## config.mk

```make
export PLATFORM = sky130hd
export DESIGN_NAME = ram_arbiter
export DESIGN_NICKNAME = d
export VERILOG_FILES = /design/src/rtl/ram_arbiter.sv
export SDC_FILE = /design/constraint.sdc
export NUM_CORES = 1
export LEC_CHECK = 0
export ABC_AREA = 1
export BUFFER_PORTS_ARGS = -buffer_cell sky130_fd_sc_hd__buf_2
export CAP_MARGIN = 0
export CORE_AREA = 4 4 128 130
export DETAILED_ROUTE_END_ITERATION = 6
export DIE_AREA = 0 0 132 134
export PLACE_DENSITY = 0.54
export SLEW_MARGIN = 20
export SYNTH_ARGS = -nofsm -noshare
export SYNTH_HDL_FRONTEND = slang
export SYNTH_SLANG_ARGS = --single-unit
export TNS_END_PERCENT = 30
```

## constraint.sdc

```tcl
create_clock -name CLK -period 2.05 [get_ports CLK]
set_input_delay 0.41 -clock CLK [delete_from_list [all_inputs] [get_ports CLK]]
set_output_delay 0.41 -clock CLK [all_outputs]
set_load 0.1 [all_outputs]
```

## src/rtl/ram_arbiter.sv

```systemverilog
// Purpose : single-port RAM arbiter; data side has priority, icaches are served round-robin.
// Latency : a request seen in IDLE drives the RAM enables on the next cycle; one word is in flight at a time.
// Backpressure: requesters are held on wait=1 until the RAM reports ACCESS; FREE/BUSY hold the grant.
//
// Ports:
//   CLK, RST                 rising-edge clock, asynchronous active-high reset
//   dREN/dWEN/daddr/dstore   data-side read/write request, word address, write word
//   dlock                    keep data ownership for the following word (block pairs)
//   dwait/dload              data-side wait (low in the ACCESS cycle) and read word
//   iREN/iaddr               per-core instruction read request and address (core k at [32k+31:32k])
//   iwait/iload              per-core wait and read word; only the granted core sees activity
//   ramREN/ramWEN/ramaddr/ramstore/ramload/ramstate   RAM model interface
//   ram_err                  sticky error flag, set when the RAM answers ERROR
module ram_arbiter #(
    parameter int CPUS     = 2,
    parameter int DRUN_MAX = 4
) (
    input  logic                CLK,
    input  logic                RST,
    input  logic                dREN,
    input  logic                dWEN,
    input  logic [31:0]         daddr,
    input  logic [31:0]         dstore,
    input  logic                dlock,
    output logic                dwait,
    output logic [31:0]         dload,
    input  logic [CPUS-1:0]     iREN,
    input  logic [CPUS*32-1:0]  iaddr,
    output logic [CPUS-1:0]     iwait,
    output logic [CPUS*32-1:0]  iload,
    output logic                ramREN,
    output logic                ramWEN,
    output logic [31:0]         ramaddr,
    output logic [31:0]         ramstore,
    input  logic [31:0]         ramload,
    input  logic [1:0]          ramstate,
    output logic                ram_err
);

    localparam int OW = (CPUS > 1) ? $clog2(CPUS) : 1;
    localparam logic [3:0] DRUN_LIM = 4'(DRUN_MAX);

    localparam logic [1:0] RS_ACCESS = 2'd2;
    localparam logic [1:0] RS_ERROR  = 2'd3;

    typedef enum logic [1:0] {
        S_IDLE   = 2'd0,
        S_DGRANT = 2'd1,
        S_IGRANT = 2'd2
    } state_t;

    state_t          state, state_nx;
    logic [OW-1:0]   owner, owner_nx;
    logic [OW-1:0]   rr, rr_nx;
    logic [3:0]      drun, drun_nx;
    logic            ram_err_nx;

    logic            d_req;
    logic            i_any;
    logic            i_req;
    logic [31:0]     iaddr_sel;
    logic [OW-1:0]   pick;
    logic            pick_vld;

    assign d_req = dREN | dWEN;
    assign i_any = |iREN;

    // Request and address of the core currently holding the instruction grant.
    always_comb begin
        i_req     = 1'b0;
        iaddr_sel = '0;
        for (int k = 0; k < CPUS; k++) begin
            if (owner == OW'(k)) begin
                i_req     = iREN[k];
                iaddr_sel = iaddr[32*k +: 32];
            end
        end
    end

    // Round-robin pick: first requesting core strictly after the last served one,
    // wrapping around, so the last served core has the lowest priority.
    always_comb begin
        pick     = '0;
        pick_vld = 1'b0;
        for (int i = 1; i <= CPUS; i++) begin
            for (int k = 0; k < CPUS; k++) begin
                if (!pick_vld && iREN[k] && (k == ((int'(rr) + i) % CPUS))) begin
                    pick     = OW'(k);
                    pick_vld = 1'b1;
                end
            end
        end
    end

    always_ff @(posedge CLK or posedge RST) begin
        if (RST) begin
            state   <= S_IDLE;
            owner   <= '0;
            rr      <= OW'(CPUS - 1);
            drun    <= '0;
            ram_err <= 1'b0;
        end else begin
            state   <= state_nx;
            owner   <= owner_nx;
            rr      <= rr_nx;
            drun    <= drun_nx;
            ram_err <= ram_err_nx;
        end
    end

    // Next-state logic.
    always_comb begin
        state_nx   = state;
        owner_nx   = owner;
        rr_nx      = rr;
        drun_nx    = drun;
        ram_err_nx = ram_err;

        case (state)
            S_IDLE: begin
                // Data wins unless it has used up its run while instruction fetches wait.
                if (d_req && !(i_any && (drun == DRUN_LIM))) begin
                    state_nx = S_DGRANT;
                end else if (i_any) begin
                    state_nx = S_IGRANT;
                    owner_nx = pick;
                end
            end

            S_DGRANT: begin
                if (!d_req) begin
                    // Withdrawn before completion: enables already dropped, no wait pulse.
                    state_nx = S_IDLE;
                end else if (ramstate == RS_ACCESS) begin
                    if (i_any && (drun != DRUN_LIM)) begin
                        drun_nx = drun + 4'd1;
                    end
                    // A locked word keeps ownership with no arbitration gap.
                    if (!dlock) begin
                        state_nx = S_IDLE;
                    end
                end else if (ramstate == RS_ERROR) begin
                    ram_err_nx = 1'b1;
                    state_nx   = S_IDLE;
                end
            end

            S_IGRANT: begin
                if (!i_req) begin
                    state_nx = S_IDLE;
                end else if (ramstate == RS_ACCESS) begin
                    // Instruction grants are single-word; the served core becomes lowest priority.
                    rr_nx    = owner;
                    drun_nx  = '0;
                    state_nx = S_IDLE;
                end else if (ramstate == RS_ERROR) begin
                    ram_err_nx = 1'b1;
                    state_nx   = S_IDLE;
                end
            end

            default: begin
                state_nx = S_IDLE;
            end
        endcase

        // The starvation run only counts while some core is actually waiting.
        if (!i_any) begin
            drun_nx = '0;
        end
    end

    // RAM and requester drives, purely from the registered grant and live requests.
    always_comb begin
        ramREN   = 1'b0;
        ramWEN   = 1'b0;
        ramaddr  = '0;
        ramstore = '0;
        dwait    = 1'b1;
        dload    = '0;
        iwait    = '1;
        iload    = '0;

        case (state)
            S_DGRANT: begin
                ramaddr  = daddr;
                ramWEN   = dWEN;
                ramREN   = dREN & ~dWEN;
                ramstore = dWEN ? dstore : 32'h0;
                dload    = ramload;
                if (d_req && (ramstate == RS_ACCESS)) begin
                    dwait = 1'b0;
                end
            end

            S_IGRANT: begin
                ramaddr = iaddr_sel;
                // Gated by the request so a withdrawal drops the enable in the same cycle.
                ramREN  = i_req;
                for (int k = 0; k < CPUS; k++) begin
                    if (owner == OW'(k)) begin
                        iload[32*k +: 32] = ramload;
                        if (i_req && (ramstate == RS_ACCESS)) begin
                            iwait[k] = 1'b0;
                        end
                    end
                end
            end

            default: begin
            end
        endcase
    end

endmodule

```

==> impl_metrics.json, run 1 <==
{
  "outcome": "finished, violations left",
  "failed_checks": "negative setup slack",
  "cts_buffer_depth": 2,
  "multi_input_area_um2": 2715,
  "wl_mm": 17.68,
  "final.setup.worst_slack_ns": -0.1106,
  "worstMarginPinSlew_ns": 0.5082,
  "initialDrtViolationCount": 156,
  "cts_sinks": 9,
  "rsz0062_at_grt": "yes",
  "cts_tree": "built",
  "dpl.hpwl_mm": 14.18,
  "ir_drop_v": 0.0008912,
  "yosysTopAreaCell": "nand3_1",
  "grt_pass1_vias": 4647,
  "final_common_cell": "buf_12",
  "clkPwrFrac": 0.029,
  "crit_chain": "inv_2 -> ha_4 -> buf_8 -> buf_8 -> nand3_2 -> nand3_2 -> nand2_2 -> clkinvlp_4 -> buf_12",
  "overflow": 0,
  "finalHoldViolCount": 0,
  "ctsHoldBuffers": 0,
  "crit_required_ns": 1.64,
  "switchingPower_w": 0.007833,
  "start_kind": "register",
  "p_leak_nw": 4.232,
  "place_area_um2": 8001,
  "clk-insertion-delay-late_ns": 0.24,
  "synth_nets": 737,
  "final_layout_size_suffix_gt1_frac": 0.6652,
  "start_util": 0.1703,
  "crit_path_top_delay_cell": "dfrtp_1",
  "drv_slew": 0,
  "synth_area_leaders": "nand3_1 22%, inv_1 21%, nand2_1 19%, nor2_1 16%, dfrtp_1 7.8%",
  "dr.pass1.iters": 6,
  "grt_antenna_before_repair": 5,
  "h-tree-depth": 1,
  "combPwrFrac": 0.947,
  "power_density_nw_per_um2": 1419,
  "cp_max_fo": 7,
  "p_int_w": 0.004667,
  "hold_class": "primary input to async pin",
  "power_frac_seq": 0.024,
  "grt_start_max_net_pins": 32,
  "post-place-ws_ns": 0.07394,
  "placedCellCount": 1079,
  "cts_made_buffers": 3,
  "nNetsFinal": 1093,
  "fin_util": 0.5815,
  "switching_share": 0.6267,
  "ant_nets": 0,
  "fp.dieArea_um2": 17690,
  "post-route-period-util": 1.054,
  "regArea_um2": 227.7,
  "final_cell_mix": "179 x buf_12, 169 x buf_2, 100 x inv_1",
  "grtUsageTotal": 0.1798,
  "worstSetupEndpointType": "output port",
  "clock.fmax_ghz": 0.4628,
  "io_pins": 335,
  "holdWs_ns": 0.1411,
  "cts-root-buf": "clkbuf_16",
  "viasPerCell": 4.347,
  "place.gp.congestion": 0.8362,
  "finClkSkew_ns": 0.006490,
  "synthesis.area_um2": 2579,
  "synth_top_area_frac": 0.2154,
  "placement.io_buffers": 334,
  "fill_cells": 1327,
  "slowest_delay_ns": 0.40,
  "ys_seq_area_frac": 0.08782,
  "finalSetupViolations": 125,
  "cap_violations": 0,
  "ys_warn_count": 0,
  "cp_num_buf_inv": 5,
  "route.detailed.drc": 0,
  "final_area_um2": 8807,
  "die_h_um": 134,
  "synthDistinctLibCells": 22,
  "via_count": 4817,
  "wire_per_inst_um": 15.95,
  "max-slew-margin-rel": 0.6635,
  "cp.arrival_ns": 1.75,
  "stdcell_count": 1108,
  "num_rows": 45,
  "critPathKind": "register to output port",
  "die_x_um": 132,
  "final.min_clock_period_ns": 2.161,
  "avgSynthCellArea_um2": 4.588,
  "clk_pin_slew_ns": 0.04,
  "postSynthCellCount": 562,
  "grt_first_pass_wirelength_mm": 25.42,
  "fp.coreArea_um2": 15150,
  "cpLargestDelayFamily": "buffers and inverters",
  "ys_ff_latch": 9,
  "syn_to_final_growth_pct": 241.5
}
## area by class of cell
cell class                 count  share of cell area
sequential                     9             0.02586
timing repair buffer         386              0.5521
tap                          188             0.02671
multi-input combinational    370              0.3083
antenna                        3           0.0008524
inverter                     148             0.07728
clock buffer                   4            0.008950
## stage by stage
stage	TNS (ns)	power [W]
6_report	-6.644	0.01250
5_1_grt	-15.91	0.01295
4_1_cts	-9.206	0.01226
3_5_place_dp	0	0.01093
3_3_place_gp	0	0.01089
2_1_floorplan	-8.460	0.006964
## power by group through the flow
stage	Combinational [W]	Sequential (W)	Clock [W]
global route	0.0123	0.000310	0.000371
finish	0.0118	0.000301	0.000363
CTS	0.0116	0.000297	0.000372
global placement	0.0106	0.000296	0
floorplan	0.00667	0.000289	0
detailed placement	0.0106	0.000299	0
## cells by family (layout without fill, tap and decap cells)
kind of cell,after synthesis,after routing,share of synthesized area
fa+ha+maj,6,6,0.02911
buf+inv,183,538,0.2858
xor+xnor,2,2,0.006794
flops,9,9,0.08782
other cells,0,3,0
compound gates,7,7,0.01698
simple gates,355,355,0.5735
## registers in the layout (all words and copies together) (netlist names)
name and cells:
drun 4, state 2, owner 1, rr 1, ram_err 1
## per-layer routing
layer  global-route usage  up-vias  routed length (um)
met4              0.04842        6                 414
met2               0.3461      250                9533
met1               0.1936     2172                6206
li1                     -     2356                   -
met3              0.04689       33                1476
met5                    0        -                  47
## path summary, 6_finish.rpt
kind / to / slack [ns] / start / cells after the start
worst max-delay path: ramaddr[16] / -0.11 / state[0] / 9
worst min-delay path: ram_err / 0.14 / RST / 2
worst max register to register: drun[0] / 0.21 / state[0] / 11
worst min register to register: ram_err / 0.51 / ram_err / 1
max in group asynchronous: rr / 1.59 / RST / 2
min in group CLK: ram_err / 0.47 / ramstate[0] / 3
## worst reg2reg max path: stages (launching register included)
cell,delay (ns)
dfrtp_1,0.40
inv_2,0.10
ha_4,0.23
buf_8,0.16
buf_8,0.13
buf_4,0.11
inv_1,0.05
a21oi_2,0.14
nand2_1,0.08
nor2_2,0.19
nand3_1,0.10
nand2_1,0.08
## cells in the mapped netlist
library cell,count
o21ai_1,1
o21bai_1,1
o21ai_0,1
dfstp_2,1
clkbuf_1,11
buf_6,2
nor2_2,1
xor2_1,1
nand4_1,2
inv_1,146
xnor2_1,1
o21a_1,1
nand2_1,133
ha_1,6
inv_2,2
buf_2,19
dfrtp_1,8
a21oi_1,2
a21oi_2,1
nand3_1,111
nor2_1,108
buf_4,3
## timing repair
item                                    4_1_cts  5_1_grt
gates resized for setup                      93       42
gates cloned                                  4        3
pin swaps                                     7       10
endpoints found under the setup margin      141      141
buffers inserted                             12        6
No activity file was read; power rests on OpenSTA's default activity.
==> run 2, diff against run 1 <==
--- a/config.mk
+++ b/config.mk
@@ -5,12 +5,11 @@
 export SDC_FILE = /design/constraint.sdc
 export NUM_CORES = 1
 export LEC_CHECK = 0
-export ABC_AREA = 1
 export BUFFER_PORTS_ARGS = -buffer_cell sky130_fd_sc_hd__buf_2
 export CAP_MARGIN = 0
-export CORE_AREA = 4 4 128 130
+export CORE_AREA = 4 4 127 129
 export DETAILED_ROUTE_END_ITERATION = 6
-export DIE_AREA = 0 0 132 134
+export DIE_AREA = 0 0 131 133
 export PLACE_DENSITY = 0.54
 export SLEW_MARGIN = 20
 export SYNTH_ARGS = -nofsm -noshare
==> impl_metrics.json, run 2 <==
{
  "start_util": 0.1647,
  "failed_checks": "negative setup slack",
  "syn_to_final_growth_pct": 196.1,
  "wl_mm": 15.28,
  "via_count": 3894,
  "synth_nets": 548,
  "clock.fmax_ghz": 0.4767,
  "reg_top3": "drun (4), state (2)",
  "synthDistinctLibCells": 38,
  "wire_per_inst_um": 17.25,
  "stdcell_count": 886,
  "cts_tree": "built",
  "drv_slew": 0,
  "ys_seq_area_frac": 0.09146,
  "clk_pin_slew_ns": 0.04,
  "synth_area_leaders": "and2_1 25%, and3_1 16%, mux2i_1 13%, dfrtp_1 8.1%, o21ai_0 7.3%",
  "synthesis.area_um2": 2476,
  "grt_start_max_net_pins": 43,
  "dr.pass1.iters": 4,
  "slowest_delay_ns": 0.42,
  "synth_ff_type": "dfrtp_1",
  "start_kind": "register",
  "fp.coreArea_um2": 15030,
  "final_common_cell": "buf_12",
  "grt_pass1_vias": 3893,
  "final.setup.worst_slack_ns": -0.04764,
  "final.min_clock_period_ns": 2.098,
  "dpl.hpwl_mm": 12.86,
  "crit_path_top_delay_cell": "dfrtp_1",
  "cts-root-buf": "clkbuf_16",
  "synth_top_area_frac": 0.2451,
  "die_h_um": 133,
  "outcome": "finished, violations left",
  "critPathKind": "register to output port",
  "placement.io_buffers": 334,
  "io_pins": 335,
  "power_density_nw_per_um2": 1654,
  "placedCellCount": 876,
  "h-tree-depth": 1,
  "cts_made_buffers": 3,
  "num_rows": 45,
  "ant_nets": 0,
  "rsz0062_at_grt": "yes",
  "hold_class": "primary input to async pin",
  "cp_num_buf_inv": 4,
  "crit_chain": "inv_2 -> ha_4 -> buf_4 -> clkbuf_16 -> and3_1 -> buf_12",
  "post-route-period-util": 1.023,
  "synth_commonest_cells": "97 x and2_1, 65 x and3_1, 39 x nand2_1",
  "overflow": 0,
  "nNetsFinal": 873,
  "cpLargestDelayFamily": "buffers and inverters",
  "p_leak_nw": 3.594,
  "initialDrtViolationCount": 203,
  "ys_warn_count": 0,
  "startpoint": "state[1]",
  "final_area_um2": 7332,
  "cp.arrival_ns": 1.69,
  "worstMarginPinSlew_ns": 0.5059,
  "cts_buffer_depth": 2,
  "holdWs_ns": 0.1445,
  "ys_ff_latch": 9,
  "cp_max_fo": 21,
  "synth-edff-count": 0,
  "synth.most_common_cell": "and2_1",
  "setup_tns_ns": -1.009,
  "grt_antenna_before_repair": 1,
  "finalSetupViolations": 48,
  "fp.dieArea_um2": 17420,
  "final_layout_size_suffix_gt1_frac": 0.6643,
  "place_area_um2": 6988,
  "post-place-ws_ns": 0.06315,
  "postSynthCellCount": 373,
  "cap_violations": 0,
  "finClkSkew_ns": 0.001750,
  "clk-insertion-delay-late_ns": 0.24,
  "finalHoldViolCount": 0,
  "crit_required_ns": 1.64,
  "final_cell_mix": "170 x buf_12, 169 x buf_2, 42 x and3_1",
  "grt_first_pass_wirelength_mm": 21.51,
  "viasPerCell": 4.395,
  "worstSetupEndpointType": "output port",
  "place.gp.congestion": 0.8601,
  "fill_cells": 1373,
  "route.detailed.drc": 0,
  "die_x_um": 131,
  "cts_sinks": 9,
  "grtUsageTotal": 0.1554,
  "rr_startpoint": "state[1]",
  "avgSynthCellArea_um2": 6.638,
  "top_register": "drun",
  "max-slew-margin-rel": 0.6650,
  "yosysTopAreaCell": "and2_1",
  "ir_drop_v": 0.001020,
  "async_flop_share": 1.000,
  "ctsHoldBuffers": 0,
  "largest_register_ffs": 4
}
-- run 2: worst reg2reg max path, delay by kind of cell (launching register included) --
family / cells / cell delay (ns)
adder cells (fa/ha/maj): 1 / 0.22
buffers and inverters: 2 / 0.33
flip-flops: 1 / 0.42
AO/OA/AOI/OAI: 4 / 0.80
-- run 2: cells by family (layout without fill, tap and decap cells) --
logic type,count (synthesis),count (layout),share of synthesized area
AND/OR/NAND/NOR,229,229,0.5417
AO/OA/AOI/OAI,53,53,0.1198
buffers and inverters,42,366,0.07832
multiplexers,34,34,0.1385
flip-flops,9,9,0.09146
adder cells (fa/ha/maj),6,6,0.03032
other,0,1,0
-- run 2: report_power, final --
part | total (W) | internal [W] | switching (W)
Clock | 0.000350 | 0.000260 | 0.0000895
Sequential | 0.000323 | 0.000254 | 0.0000694
Combinational | 0.0115 | 0.00413 | 0.00732
Total | 0.0121 | 0.00465 | 0.00748
-- run 2: area by class of cell --
cell class | count | area [um^2] | share of cell area
antenna | 1 | 2.502 | 0.0003413
inverter | 6 | 25.02 | 0.003413
multi-input combinational | 322 | 2332 | 0.3181
timing repair buffer | 356 | 4431 | 0.6043
tap | 188 | 235.2 | 0.03208
sequential | 9 | 227.7 | 0.03106
clock buffer | 4 | 78.83 | 0.01075
-- run 2: final timing paths --
| check | end | slack (ns) | cells after the start |
|---|---|---|---|
| min in group CLK | ram_err | 0.46 | 1 |
| setup / recovery | ramstore[19] | -0.05 | 6 |
| setup reg to reg | drun[2] | 0.17 | 7 |
| hold / removal | state[0] | 0.14 | 2 |
| max in group asynchronous | rr | 1.59 | 2 |
| hold reg to reg | ram_err | 0.46 | 1 |
-- run 2: repair_timing --
item                                    CTS  global route
gates cloned                              0             2
gates resized for setup                  33            42
buffers inserted                          2             1
endpoints found under the setup margin  101           109
pin swaps                                 2             3
-- run 2: layer usage --
metal  vias up  GRT usage  share of wire
met5         -          0              0
met2       205     0.3067           0.55
met3        16    0.03472          0.088
met4         0    0.03029          0.013
met1      1750     0.1638           0.35
li1       1923          -              -
-- run 2: metrics by stage --
stage | total power (W) | util
6_report | 0.01213 | 0.4877
5_1_grt | 0.01256 | 0.4877
4_1_cts | 0.01190 | 0.4747
3_5_place_dp | 0.01136 | 0.4648
3_3_place_gp | 0.01132 | 0.4648
2_1_floorplan | 0.007248 | -
==> run 3, diff against run 2 <==
--- a/config.mk
+++ b/config.mk
@@ -10,7 +10,7 @@
 export CORE_AREA = 4 4 127 129
 export DETAILED_ROUTE_END_ITERATION = 6
 export DIE_AREA = 0 0 131 133
-export PLACE_DENSITY = 0.54
+export PLACE_DENSITY = 0.46
 export SLEW_MARGIN = 20
 export SYNTH_ARGS = -nofsm -noshare
 export SYNTH_HDL_FRONTEND = slang
==> impl_metrics.json, run 3 (same netlist as run 2, synthesis figures left out) <==
{
  "switchingPower_w": 0.007568,
  "final_common_cell": "buf_12",
  "viasPerCell": 4.366,
  "initialDrtViolationCount": 109,
  "io_pins": 335,
  "grt_first_pass_wirelength_mm": 22.79,
  "cts_made_buffers": 3,
  "p_int_w": 0.004903,
  "cp_num_buf_inv": 4,
  "finalSetupViolations": 39,
  "route.detailed.drc": 0,
  "placement.io_buffers": 334,
  "grtUsageTotal": 0.1678,
  "final_cell_mix": "173 x buf_12, 169 x buf_2, 52 x and2_4",
  "nNetsFinal": 875,
  "grt_pass1_vias": 3787,
  "cp.arrival_ns": 1.70,
  "clk_pin_slew_ns": 0.04,
  "fp.dieArea_um2": 17420,
  "hold_class": "primary input to async pin",
  "place.gp.congestion": 0.8233,
  "die_x_um": 131,
  "fp.coreArea_um2": 15030,
  "cap_violations": 0,
  "num_rows": 45,
  "holdWs_ns": 0.1401,
  "stdcell_count": 887,
  "dpl.hpwl_mm": 13.59,
  "clkPwrFrac": 0.027,
  "failed_checks": "negative setup slack",
  "final_layout_size_suffix_gt1_frac": 0.7053,
  "cts_tree": "built",
  "start_util": 0.1647,
  "wire_per_inst_um": 17.78,
  "power_frac_seq": 0.025,
  "reg_top3": "drun (4), state (2)",
  "dr.pass1.iters": 4,
  "post-place-ws_ns": 0.1229,
  "clock.fmax_ghz": 0.4743,
  "cts_sinks": 9,
  "cpLargestDelayFamily": "buffers and inverters",
  "grt_antenna_before_repair": 0,
  "drv_slew": 0,
  "crit_required_ns": 1.64,
  "critPathKind": "register to output port",
  "ir_drop_v": 0.0007475,
  "final.setup.worst_slack_ns": -0.05819,
  "combPwrFrac": 0.947,
  "cts_buffer_depth": 2,
  "finalHoldViolCount": 0,
  "largest_register_ffs": 4,
  "top_register": "drun",
  "outcome": "finished, violations left",
  "post-route-period-util": 1.028,
  "grt_start_max_net_pins": 34,
  "diodes": 0,
  "ctsHoldBuffers": 0,
  "finClkSkew_ns": 0.001078,
  "power_density_nw_per_um2": 1672,
  "overflow": 0,
  "switching_share": 0.6068,
  "cts-root-buf": "clkbuf_16",
  "ant_nets": 0,
  "p_leak_nw": 3.652,
  "crit_path_top_delay_cell": "dfrtp_1",
  "cp_max_fo": 13,
  "worstSetupEndpointType": "output port",
  "start_kind": "register",
  "wl_mm": 15.78,
  "clk-insertion-delay-late_ns": 0.23,
  "slowest_delay_ns": 0.41,
  "via_count": 3873,
  "crit_chain": "inv_2 -> ha_4 -> buf_4 -> clkbuf_16 -> and3_1 -> buf_12",
  "max-slew-margin-rel": 0.6735,
  "placedCellCount": 877,
  "h-tree-depth": 1,
  "die_h_um": 133,
  "finalPower_w": 0.01247,
  "rsz0062_at_grt": "yes",
  "syn_to_final_growth_pct": 201.3,
  "final.min_clock_period_ns": 2.108,
  "worstMarginPinSlew_ns": 0.4932
}
[run 3: through the flow]
stage | util | cell area [um^2] | TNS, ns
CTS | 0.4727 | 7107 | -0.9027
global route | 0.4962 | 7460 | -9.394
finish | 0.4962 | 7460 | -0.7834
floorplan | - | 2572 | -26.75
global placement | 0.4645 | 6983 | 0
detailed placement | 0.4645 | 6983 | 0
[run 3: cell type report]
cell class	count	area (um^2)
clock buffer	4	78.83
multi-input combinational	322	2416
sequential	9	227.7
fill	1406	7574
timing repair buffer	358	4479
tap	188	235.2
inverter	6	22.52
[run 3: path summary, 6_finish.rpt]
check	startpoint	depth (start not counted)	end	slack (ns)
hold / removal	RST	2	drun[0]	0.14
hold reg to reg	ram_err	1	ram_err	0.46
max in group asynchronous	RST	2	rr	1.60
setup / recovery	state[1]	6	ramstore[14]	-0.06
setup reg to reg	state[1]	7	drun[2]	0.18
min in group CLK	ram_err	1	ram_err	0.46
[run 3: metal layers]
metal / share of wire / routed length, um / up-vias / global-route usage
li1: - / - / 1927 / -
met1: 0.35 / 5523 / 1762 / 0.1836
met2: 0.55 / 8704 / 173 / 0.3236
met3: 0.088 / 1389 / 11 / 0.04966
met4: 0.010 / 158 / 0 / 0.01486
met5: 0 / 0 / - / 0
[run 3: power by group through the flow]
| stage | Clock, W | Sequential, W | Combinational (W) |
|---|---|---|---|
| finish | 0.000343 | 0.000315 | 0.0118 |
| CTS | 0.000349 | 0.000311 | 0.0112 |
| floorplan | 0 | 0.000316 | 0.00693 |
| global placement | 0 | 0.000310 | 0.0111 |
| detailed placement | 0 | 0.000310 | 0.0111 |
| global route | 0.000364 | 0.000326 | 0.0122 |
[run 3: timing repair]
item,in CTS,in global routing
setup buffers,1,3
gates cloned,0,2
setup endpoints to repair,72,137
pin swaps,7,12
gates resized for setup,12,101
hold endpoints to repair,0,0
[run 3: worst register-to-register path: cells and delay by family, from the launching register on]
kind / cells / cell delay [ns]
flops: 1 / 0.41
fa+ha+maj: 1 / 0.24
compound gates: 4 / 0.79
buf+inv: 2 / 0.31
